===== src/rtl/arc4_encrypt.sv =====
// ARC4 encryptor: keys an external 256-byte S box with a 3-byte key, then XORs
// a length-prefixed plaintext buffer into a length-prefixed ciphertext buffer.
module arc4_encrypt (
  input  logic        clk,
  input  logic        rst,
  input  logic        en,
  output logic        rdy,
  input  logic [23:0] key,
  output logic [7:0]  s_addr,
  output logic [7:0]  s_wrdata,
  output logic        s_wren,
  input  logic [7:0]  s_rddata,
  output logic [7:0]  pt_addr,
  input  logic [7:0]  pt_rddata,
  output logic [7:0]  ct_addr,
  output logic [7:0]  ct_wrdata,
  output logic        ct_wren
);
  localparam int unsigned BW = 8;
  localparam int unsigned KW = 24;
  localparam int unsigned CW = 9;

  typedef enum logic [3:0] {
    IDLE, INIT, KSA_RDI, KSA_RDJ, KSA_WR, LEN,
    PRGA_RDI, PRGA_RDJ, PRGA_WR, PRGA_PAD, PRGA_OUT, DONE
  } state_t;

  state_t        state_q, state_d;
  logic [BW-1:0] i_q, i_d, j_q, j_d, si_q, si_d, sj_q, sj_d, len_q, len_d;
  logic [CW-1:0] k_q, k_d;
  logic [KW-1:0] key_q, key_d;
  logic [1:0]    km_q, km_d;
  logic          ph_q, ph_d;
  logic          rdy_q, rdy_d;
  logic [BW-1:0] key_byte, j_sum;
  logic          s_wren_c, ct_wren_c;

  always_ff @(posedge clk) begin
    if (rst) begin
      state_q <= IDLE;
      i_q     <= '0;
      j_q     <= '0;
      si_q    <= '0;
      sj_q    <= '0;
      len_q   <= '0;
      k_q     <= '0;
      key_q   <= '0;
      km_q    <= '0;
      ph_q    <= 1'b0;
      rdy_q   <= 1'b1;
    end else begin
      state_q <= state_d;
      i_q     <= i_d;
      j_q     <= j_d;
      si_q    <= si_d;
      sj_q    <= sj_d;
      len_q   <= len_d;
      k_q     <= k_d;
      key_q   <= key_d;
      km_q    <= km_d;
      ph_q    <= ph_d;
      rdy_q   <= rdy_d;
    end
  end

  always_comb begin
    case (km_q)
      2'd0:    key_byte = key_q[23:16];
      2'd1:    key_byte = key_q[15:8];
      default: key_byte = key_q[7:0];
    endcase
  end

  // Memory ports are decoded from the current state so each read returns on the
  // very next cycle; this is what keeps KSA at four cycles per byte.
  always_comb begin
    state_d   = state_q;
    i_d       = i_q;
    j_d       = j_q;
    si_d      = si_q;
    sj_d      = sj_q;
    len_d     = len_q;
    k_d       = k_q;
    key_d     = key_q;
    km_d      = km_q;
    ph_d      = ph_q;
    j_sum     = j_q + s_rddata;
    s_addr    = '0;
    s_wrdata  = '0;
    s_wren_c  = 1'b0;
    pt_addr   = '0;
    ct_addr   = '0;
    ct_wrdata = '0;
    ct_wren_c = 1'b0;
    case (state_q)
      IDLE: begin
        if (en) begin
          key_d   = key;
          i_d     = '0;
          j_d     = '0;
          k_d     = '0;
          len_d   = '0;
          km_d    = '0;
          ph_d    = 1'b0;
          state_d = INIT;
        end
      end
      INIT: begin
        s_addr   = i_q;
        s_wrdata = i_q;
        s_wren_c = 1'b1;
        i_d      = i_q + BW'(1);
        if (i_q == '1) state_d = KSA_RDI;
      end
      KSA_RDI: begin
        s_addr  = i_q;
        state_d = KSA_RDJ;
      end
      KSA_RDJ: begin
        j_sum   = j_q + s_rddata + key_byte;
        s_addr  = j_sum;
        j_d     = j_sum;
        si_d    = s_rddata;
        state_d = KSA_WR;
      end
      KSA_WR: begin
        s_wren_c = 1'b1;
        if (!ph_q) begin
          s_addr   = i_q;
          s_wrdata = s_rddata;
          ph_d     = 1'b1;
        end else begin
          s_addr   = j_q;
          s_wrdata = si_q;
          ph_d     = 1'b0;
          i_d      = i_q + BW'(1);
          km_d     = (km_q == 2'd2) ? 2'd0 : km_q + 2'd1;
          state_d  = (i_q == '1) ? LEN : KSA_RDI;
        end
      end
      // pt_addr has idled at 0, so pt_rddata already carries the length byte.
      LEN: begin
        len_d     = pt_rddata;
        ct_wrdata = pt_rddata;
        ct_wren_c = 1'b1;
        i_d       = '0;
        j_d       = '0;
        k_d       = CW'(1);
        state_d   = (pt_rddata == '0) ? DONE : PRGA_RDI;
      end
      PRGA_RDI: begin
        pt_addr = k_q[BW-1:0];
        s_addr  = i_q + BW'(1);
        i_d     = i_q + BW'(1);
        state_d = PRGA_RDJ;
      end
      PRGA_RDJ: begin
        pt_addr = k_q[BW-1:0];
        s_addr  = j_sum;
        j_d     = j_sum;
        si_d    = s_rddata;
        state_d = PRGA_WR;
      end
      PRGA_WR: begin
        pt_addr  = k_q[BW-1:0];
        s_wren_c = 1'b1;
        if (!ph_q) begin
          s_addr   = i_q;
          s_wrdata = s_rddata;
          sj_d     = s_rddata;
          ph_d     = 1'b1;
        end else begin
          s_addr   = j_q;
          s_wrdata = si_q;
          ph_d     = 1'b0;
          state_d  = PRGA_PAD;
        end
      end
      PRGA_PAD: begin
        pt_addr = k_q[BW-1:0];
        s_addr  = si_q + sj_q;
        state_d = PRGA_OUT;
      end
      PRGA_OUT: begin
        pt_addr   = k_q[BW-1:0];
        ct_addr   = k_q[BW-1:0];
        ct_wrdata = pt_rddata ^ s_rddata;
        ct_wren_c = 1'b1;
        k_d       = k_q + CW'(1);
        state_d   = (k_q == {1'b0, len_q}) ? DONE : PRGA_RDI;
      end
      DONE:    state_d = IDLE;
      default: state_d = IDLE;
    endcase
    rdy_d = (state_d == IDLE);
  end

  // A reset cycle must not commit any write still on the bus.
  assign s_wren  = s_wren_c & ~rst;
  assign ct_wren = ct_wren_c & ~rst;
  assign rdy     = rdy_q;

endmodule


===== config.mk =====
export PLATFORM = sky130hd
export DESIGN_NAME = arc4_encrypt
export DESIGN_NICKNAME = d
export VERILOG_FILES = /design/src/rtl/arc4_encrypt.sv
export SDC_FILE = /design/constraint.sdc
export NUM_CORES = 1
export LEC_CHECK = 0
export BUFFER_PORTS_ARGS = -buffer_cell sky130_fd_sc_hd__buf_2
export CORE_ASPECT_RATIO = 0.5
export CORE_UTILIZATION = 52
export CTS_CLUSTER_DIAMETER = 120
export DETAILED_ROUTE_END_ITERATION = 16
export HOLD_SLACK_MARGIN = 0.08
export PLACE_DENSITY = 0.8
export SETUP_SLACK_MARGIN = 0.3
export SYNTH_ARGS = -nofsm -noshare
export SYNTH_HDL_FRONTEND = slang
export SYNTH_SLANG_ARGS = --single-unit
export TNS_END_PERCENT = 100

===== constraint.sdc =====
create_clock -name clk -period 3.1 [get_ports clk]
set_input_delay 0 -clock clk [delete_from_list [all_inputs] [get_ports clk]]
set_output_delay 0 -clock clk [all_outputs]
set_load 0.02 [all_outputs]

==> summary.md, run 1 <==
| Metric | Value |
|---|---|
| FMAX | ~300 MHz |
| GRT met1 Usage | 40.7% |
| Final Skew | about 0.0084 ns |
| Clock-pin slew on the worst setup and hold paths | about 0.06 ns |
| HP Class | input pin to register |
| First-pass GRT wire length | 25400 µm |
| DR WL/cell | between 15 and 20 µm |
| DR vias/cell | just under 6 |
| Commonest non-fill, non-tap cells in the layout | 143 x nand2_1, 80 x buf_2, 77 x dfxtp_1 |
| Post-synthesis net count | about 770 |
| Setup crit start kind | register |
| H-tree Lvls | 3 |
| Total iterations of the first detailed-routing run | 6 |
| Area of the multi-input gates | ~3600 µm² |
| Final Non-Filler Cells | ~960 |
| Clk sink count | 81 |
| Distinct cells, synth | 63 |
| Placed cell count | 887 |
| Starting DRT DRC Count | ~600 |
| Register area | around 1600 µm² |
| Die Y | roughly 73 µm |
| WHS | 0.318 ns |
| Met3 usage | a little under 10% |
| GRT Total Usage | between 30% and 40% |
| Worst slack, placed | between 0.007 and 0.008 ns |
| Clock Tree Buf Depth | 2 |
| Ports | 86 |
| Pwr dens | approximately 360 nW/µm² |
| Slew Limit Headroom | 28.6% |
| Register area share after synthesis | between 30% and 40% |
| Failing checks | negative setup slack |
| Synth Cell Area | approximately 5200 µm² |
| Vias in the first global route | between 5000 and 6000 |
| Synth top area share | between 30% and 40% |
| Main flop type after synthesis | dfxtp_1 |
| DRT antenna net count | 0 |
| DRT Wirelength | roughly 17000 µm |
| Crit path DAT | roughly 3.3 ns |
| # DRC | 0 |
| Actual slew at the worst max-slew pin | 1.07 ns |
| Max stage delay on crit path | 0.36 ns |
| Placer congestion estimate | 0.972 |
| GR peak layer | met2 |
| Met2 usage | between 50% and 60% |
| Delay-heaviest family, CP | adder cells |
| Final Power | between 2 and 2.5 mW |
| WP buf/inv | 1 |
| Core ar. | roughly 9600 µm² |
| Outcome | finished, violations left |
| Minimum clock period | around 3.3 ns |
| Commonest non-fill, non-tap cell in the layout | nand2_1 |
| Dominant cell type by area after synthesis | dfxtp_1 |
| Ys async rst share | 0% |
| Total number of vias | roughly 5700 |
| Crit-path most repeated cell | nand3_2 |
| N_diodes | 0 |
| Final core occ | a little over 70% |
| Initial antenna violation count | 0 |
| Worst Setup Slack, final | -0.203 ns |
| Layout Area Growth over Synthesis | 28.9% |
| FP Rows | 25 |
| Avg Cell Area, Syn | 7.53 µm² |
| Cell Chain, Critical Path | ha_4 > fa_2 > a21o_1 > a21oi_4 > nor2_2 > o311ai_2 > ha_1 > a21oi_2 > nand3_1 > or3_1 > nand3_2 > nand4_1 > nand3_2 > buf_6 |
| Final Max Slew Viols | 0 |
| Largest net degree at the start of global routing | between 50 and 60 |
| CTS tree | yes |
| Die area | ~11000 µm² |
| Final setup fails | 2 |
| Clock tree root driver cell | clkbuf_16 |
| Ranking of synthesized cells by area | dfxtp_1 31%, nand2_1 10%, a21oi_1 7.4%, ha_1 5.5%, o21ai_0 4.8% |
| HPWL Detailed | about 11000 µm |
| Final hold vios | 0 |
| Worst setup EP type | output pin |
| Final Cycle Share | 107% |
| Critical path class | register to output pin |
| Grt ovf | 0 |
| CP max FO | 5 |
| Clock buffer count from CTS | 9 |
| Slowest library cell on the worst path | or3_1 |
| VDD IR max | between 0.2 and 0.3 mV |
| Layout cells sized above 1 | 20.2% |
| Die W | between 100 and 150 µm |
| Initial core utilization | a little over half |
| Mapped Cells | about 700 |
| Post-synth EDFFs | 0 |
| FILL cells | around 770 |
| Synth Register Bits | 81 |
| Max cap viols | 0 |
| CP required | a little over 3 ns |
| LEAKAGE | 2.71 nW |
| Layout Nets | 884 |
| PortBufs | 85 |
| RSZ-0062 raised after global routing | yes |
| Ys Warns | 0 |
| Clk Latency, worst-skew pair | ~0.34 ns |
## synthesized netlist by cell type, types with 14 or more instances
cell type and count:
o21ai_0 50, ha_1 23, mux2i_1 23, nor3_1 14, xor2_1 16, nor2b_1 15, dfxtp_1 81, nand3_1 21
nand2_1 143, clkbuf_1 27, a21oi_1 78, xnor2_1 17, nor2_1 46
## layout make-up
cell class                      count  share of cell area [%]
Multi-Input combinational cell    567                    53.5
Sequential cell                    81                    24.1
Timing Repair Buffer              148                    15.3
Clock buffer                       11                    3.59
Tap cell                          135                    2.50
Clock inverter                      5                   0.592
Inverter                            8                   0.444
## worst register-to-register path, delay by kind of cell (launching register included)
family | cells | cell delay [ns]
compound gates | 6 | 1.02
simple gates | 4 | 0.60
flops | 1 | 0.34
fa+ha+maj | 3 | 0.86
## cell families after synthesis
group                    count (synthesis)  share of synthesized area (%)
buffers and inverters                   49                           4.15
multiplexers                            24                           4.60
AND/OR/NAND/NOR                        294                           26.1
AO/OA/AOI/OAI                          189                           21.8
XOR/XNOR                                34                           5.82
adder cells (fa/ha/maj)                 26                           6.63
flip-flops                              81                           30.9
## metal layers
| layer | wire length, µm | vias up |
|---|---|---|
| li1 | - | 2701 |
| met1 | 6950 | 2619 |
| met2 | 7650 | 311 |
| met3 | 1610 | 52 |
| met4 | 490 | 0 |
| met5 | 0 | - |
## power breakdown
part	switching (mW)	internal (mW)	leakage, nW
registers	0.0189	1.06	0.659
logic	0.185	0.144	1.92
clock network	0.454	0.569	0.128
total	0.658	1.78	2.71
## worst paths after layout
path / startpoint / end / slack, ns / cells after the start
hold reg to reg: key_q[0] / key_q[0] / 0.46 / 2
setup reg to reg: j_q[0] / j_q[7] / 0.12 / 13
setup / recovery: j_q[0] / s_addr[7] / -0.20 / 14
hold / removal: s_rddata[0] / j_q[0] / 0.32 / 4
## flip-flops by register name, summed over array words and instances, names as in the netlist, 4 cells and up
register,count
sj_q,8
i_q,8
state_q,4
key_q,24
j_q,8
k_q,9
si_q,8
len_q,8
## through the flow
stage,setup TNS [ns],instance area (µm²)
3_5_place_dp,0,5740
2_1_floorplan,0,5250
5_1_grt,-0.531,6760
6_report,-0.250,6760
4_1_cts,-0.193,6540
3_3_place_gp,0,5740
## repair_timing
| action | 4_1_cts | 5_1_grt |
|---|---|---|
| pin swaps | 4 | 17 |
| hold endpoints to repair | 48 | 0 |
| setup endpoints to repair | 7 | 10 |
| hold buffers | 40 | 0 |
| buffers inserted | 5 | 7 |
| gates resized for setup | 17 | 35 |
Power figures use the tool's default switching activity.
==> inputs of run 2 (changes only) <==
--- a/config.mk
+++ b/config.mk
@@ -6,7 +6,6 @@
 export NUM_CORES = 1
 export LEC_CHECK = 0
 export BUFFER_PORTS_ARGS = -buffer_cell sky130_fd_sc_hd__buf_2
-export CORE_ASPECT_RATIO = 0.5
 export CORE_UTILIZATION = 52
 export CTS_CLUSTER_DIAMETER = 120
 export DETAILED_ROUTE_END_ITERATION = 16
==> run 2 against run 1 <==
Effect of this change:
- the run still ends with negative setup slack left
- routed wire length rose by 9.2%
- clock-buffer cell count decreased by 2
- sequential share of layout area about the same
- fmax shrank 8.1%
- final cell count grew 0.10%
- largest cell class unchanged
- largest power group unchanged
==> summary.md, run 2 (same netlist as run 1, synthesis figures left out) <==
| Metric | Value |
|---|---|
| WHS | 0.175 ns |
| R2R depth | 13 |
| WP buf/inv | 1 |
| N_diodes | 0 |
| First-pass GRT wire length | between 20000 and 30000 µm |
| Final Non-Filler Cells | ~960 |
| CP max FO | 5 |
| Outcome | finished, violations left |
| Layout Area Growth over Synthesis | 29.0% |
| Clock buffer count from CTS | 9 |
| # DRC | 0 |
| Final Cycle Share | 116% |
| PortBufs | 85 |
| Failing checks | negative setup slack |
| Crit path DAT | about 3.6 ns |
| Final TNS setup | -1.48 ns |
| Final Max Slew Viols | 0 |
| DRT antenna net count | 0 |
| LEAKAGE | about 2.7 nW |
| Critical path class | register to output pin |
| GRT Total Usage | approximately a third |
| Clock-pin slew on the worst setup and hold paths | ~0.09 ns |
| Max FFs per register | 24 |
| Layout Nets | about 890 |
| VDD IR max | 0.267 mV |
| Initial core utilization | a little over half |
| Biggest regs | key_q (24), k_q (9) |
| Layout cells sized above 1 | between 20% and 30% |
| Largest net degree at the start of global routing | 38 |
| Actual slew at the worst max-slew pin | ~1.2 ns |
| Die area | roughly 10000 µm² |
| Slew Limit Headroom | around a fifth |
| HP Class | input pin to register |
| H-tree Lvls | 3 |
| Clock tree root driver cell | clkbuf_8 |
| Setup crit start kind | register |
| HPWL Detailed | between 10000 and 15000 µm |
| Core ar. | approximately 10000 µm² |
| Slowest library cell on the worst path | o311ai_2 |
| Ports | 86 |
| DR vias/cell | 6.32 |
| Vias in the first global route | ~5400 |
| FP Rows | 36 |
| Grt ovf | 0 |
| Hold path cells | 4 |
| Commonest non-fill, non-tap cells in the layout | 143 x nand2_1, 80 x buf_2, 78 x dfxtp_1 |
| Stages on worst setup path | 14 |
| Worst Setup Slack, final | -0.493 ns |
| Final Skew | 0.00846 ns |
| Die Y | 102 µm |
| Total iterations of the first detailed-routing run | 6 |
| DR WL/cell | 19.1 µm |
| FILL cells | roughly 730 |
| Cell Chain, Critical Path | ha_4 > fa_2 > a21o_1 > a21oi_2 > nor2_1 > o311ai_2 > ha_4 > a21oi_2 > nand3_2 > or3_1 > nand3_2 > nand4_1 > nand3_2 > buf_6 |
| CP required | slightly above 3 ns |
| Minimum clock period | 3.59 ns |
| Pwr dens | about 350 nW/µm² |
| Setup slack, reg-to-reg | -0.12 ns |
| Clk Latency, worst-skew pair | around 0.38 ns |
| RSZ-0062 raised after global routing | yes |
| Starting DRT DRC Count | ~650 |
| DRT Wirelength | approximately 18000 µm |
| Commonest non-fill, non-tap cell in the layout | nand2_1 |
| Crit-path most repeated cell | nand3_2 |
| FMAX | approximately 280 MHz |
| Worst setup EP type | output pin |
| Delay-heaviest family, CP | compound AO/OA/AOI/OAI gates |
| Max stage delay on crit path | 0.48 ns |
| Die W | between 100 and 150 µm |
| Total number of vias | 6044 |
| Max cap viols | 0 |
| Placed cell count | just under 900 |
| Final hold vios | 0 |
| Initial antenna violation count | 0 |
| Placer congestion estimate | about 0.96 |
| Clock Tree Buf Depth | 2 |
| Clk sink count | 81 |
| Register with the most flip-flops | key_q |
| Final setup fails | 7 |
| CTS tree | yes |
run 2: cell count changes in the layout (fill, tap and decap cells not counted), sizes merged:
cell      change
buf           +3
bufinv        +2
clkbuf        -2
clkinvlp      -2
inv           +3
clkinv        -1
run 2: power by group:
group          internal (mW)  switching (mW)  total (mW)  leakage (nW)
registers               1.06          0.0179        1.08         0.659
logic                  0.154           0.198       0.352          1.93
clock network          0.468           0.472       0.941         0.113
run 2: cell type report:
class | count | area [µm²] | area share, %
well taps | 133 | 166 | 2.46
clock buffers | 9 | 124 | 1.83
inverters | 8 | 30.0 | 0.444
flip-flops and latches | 81 | 1630 | 24.1
repair buffers | 151 | 1060 | 15.6
multi-input cells | 567 | 3660 | 54.0
clock inverters | 7 | 105 | 1.55
run 2: routing by layer:
metal,vias up,GRT usage [%],wire length (µm)
li1,2702,-,-
met1,2825,39.3,6890
met2,403,53.7,8760
met3,114,4.99,1470
met4,0,20.2,1100
met5,-,0,0
run 2: through the flow:
stage	instance area [µm²]	setup WS (ns)	total power, mW	util [%]
after floorplan	5250	0.306	1.26	-
after global placement	5740	0.0977	1.34	58.7
after detailed placement	5740	0.0227	1.35	58.7
after CTS	6530	-0.276	2.31	66.8
after global routing	6770	-0.566	2.43	69.3
final	6770	-0.493	2.37	69.3
run 2: path summary, 6_finish.rpt:
| path | from | to |
|---|---|---|
| hold reg to reg | key_q[4] | key_q[4] |
| hold / removal | s_rddata[0] | j_q[0] |
| setup reg to reg | j_q[0] | j_q[7] |
| setup / recovery | j_q[0] | s_addr[7] |
run 2: timing repair:
| action | in CTS | in global routing |
|---|---|---|
| pin swaps | 17 | 26 |
| hold buffers | 40 | 0 |
| setup endpoints to repair | 9 | 11 |
| endpoints found under the hold margin | 48 | 0 |
| setup buffers | 5 | 10 |
| resized for setup | 24 | 31 |
run 2: worst register-to-register path, stage by stage (launching register included):
cell	delay (ns)
dfxtp_2	0.35
ha_4	0.16
fa_2	0.34
a21o_1	0.20
a21oi_2	0.18
nor2_1	0.09
o311ai_2	0.48
ha_4	0.30
a21oi_2	0.14
nand3_2	0.08
or3_1	0.39
nand3_2	0.09
nand4_1	0.15
a31oi_1	0.19
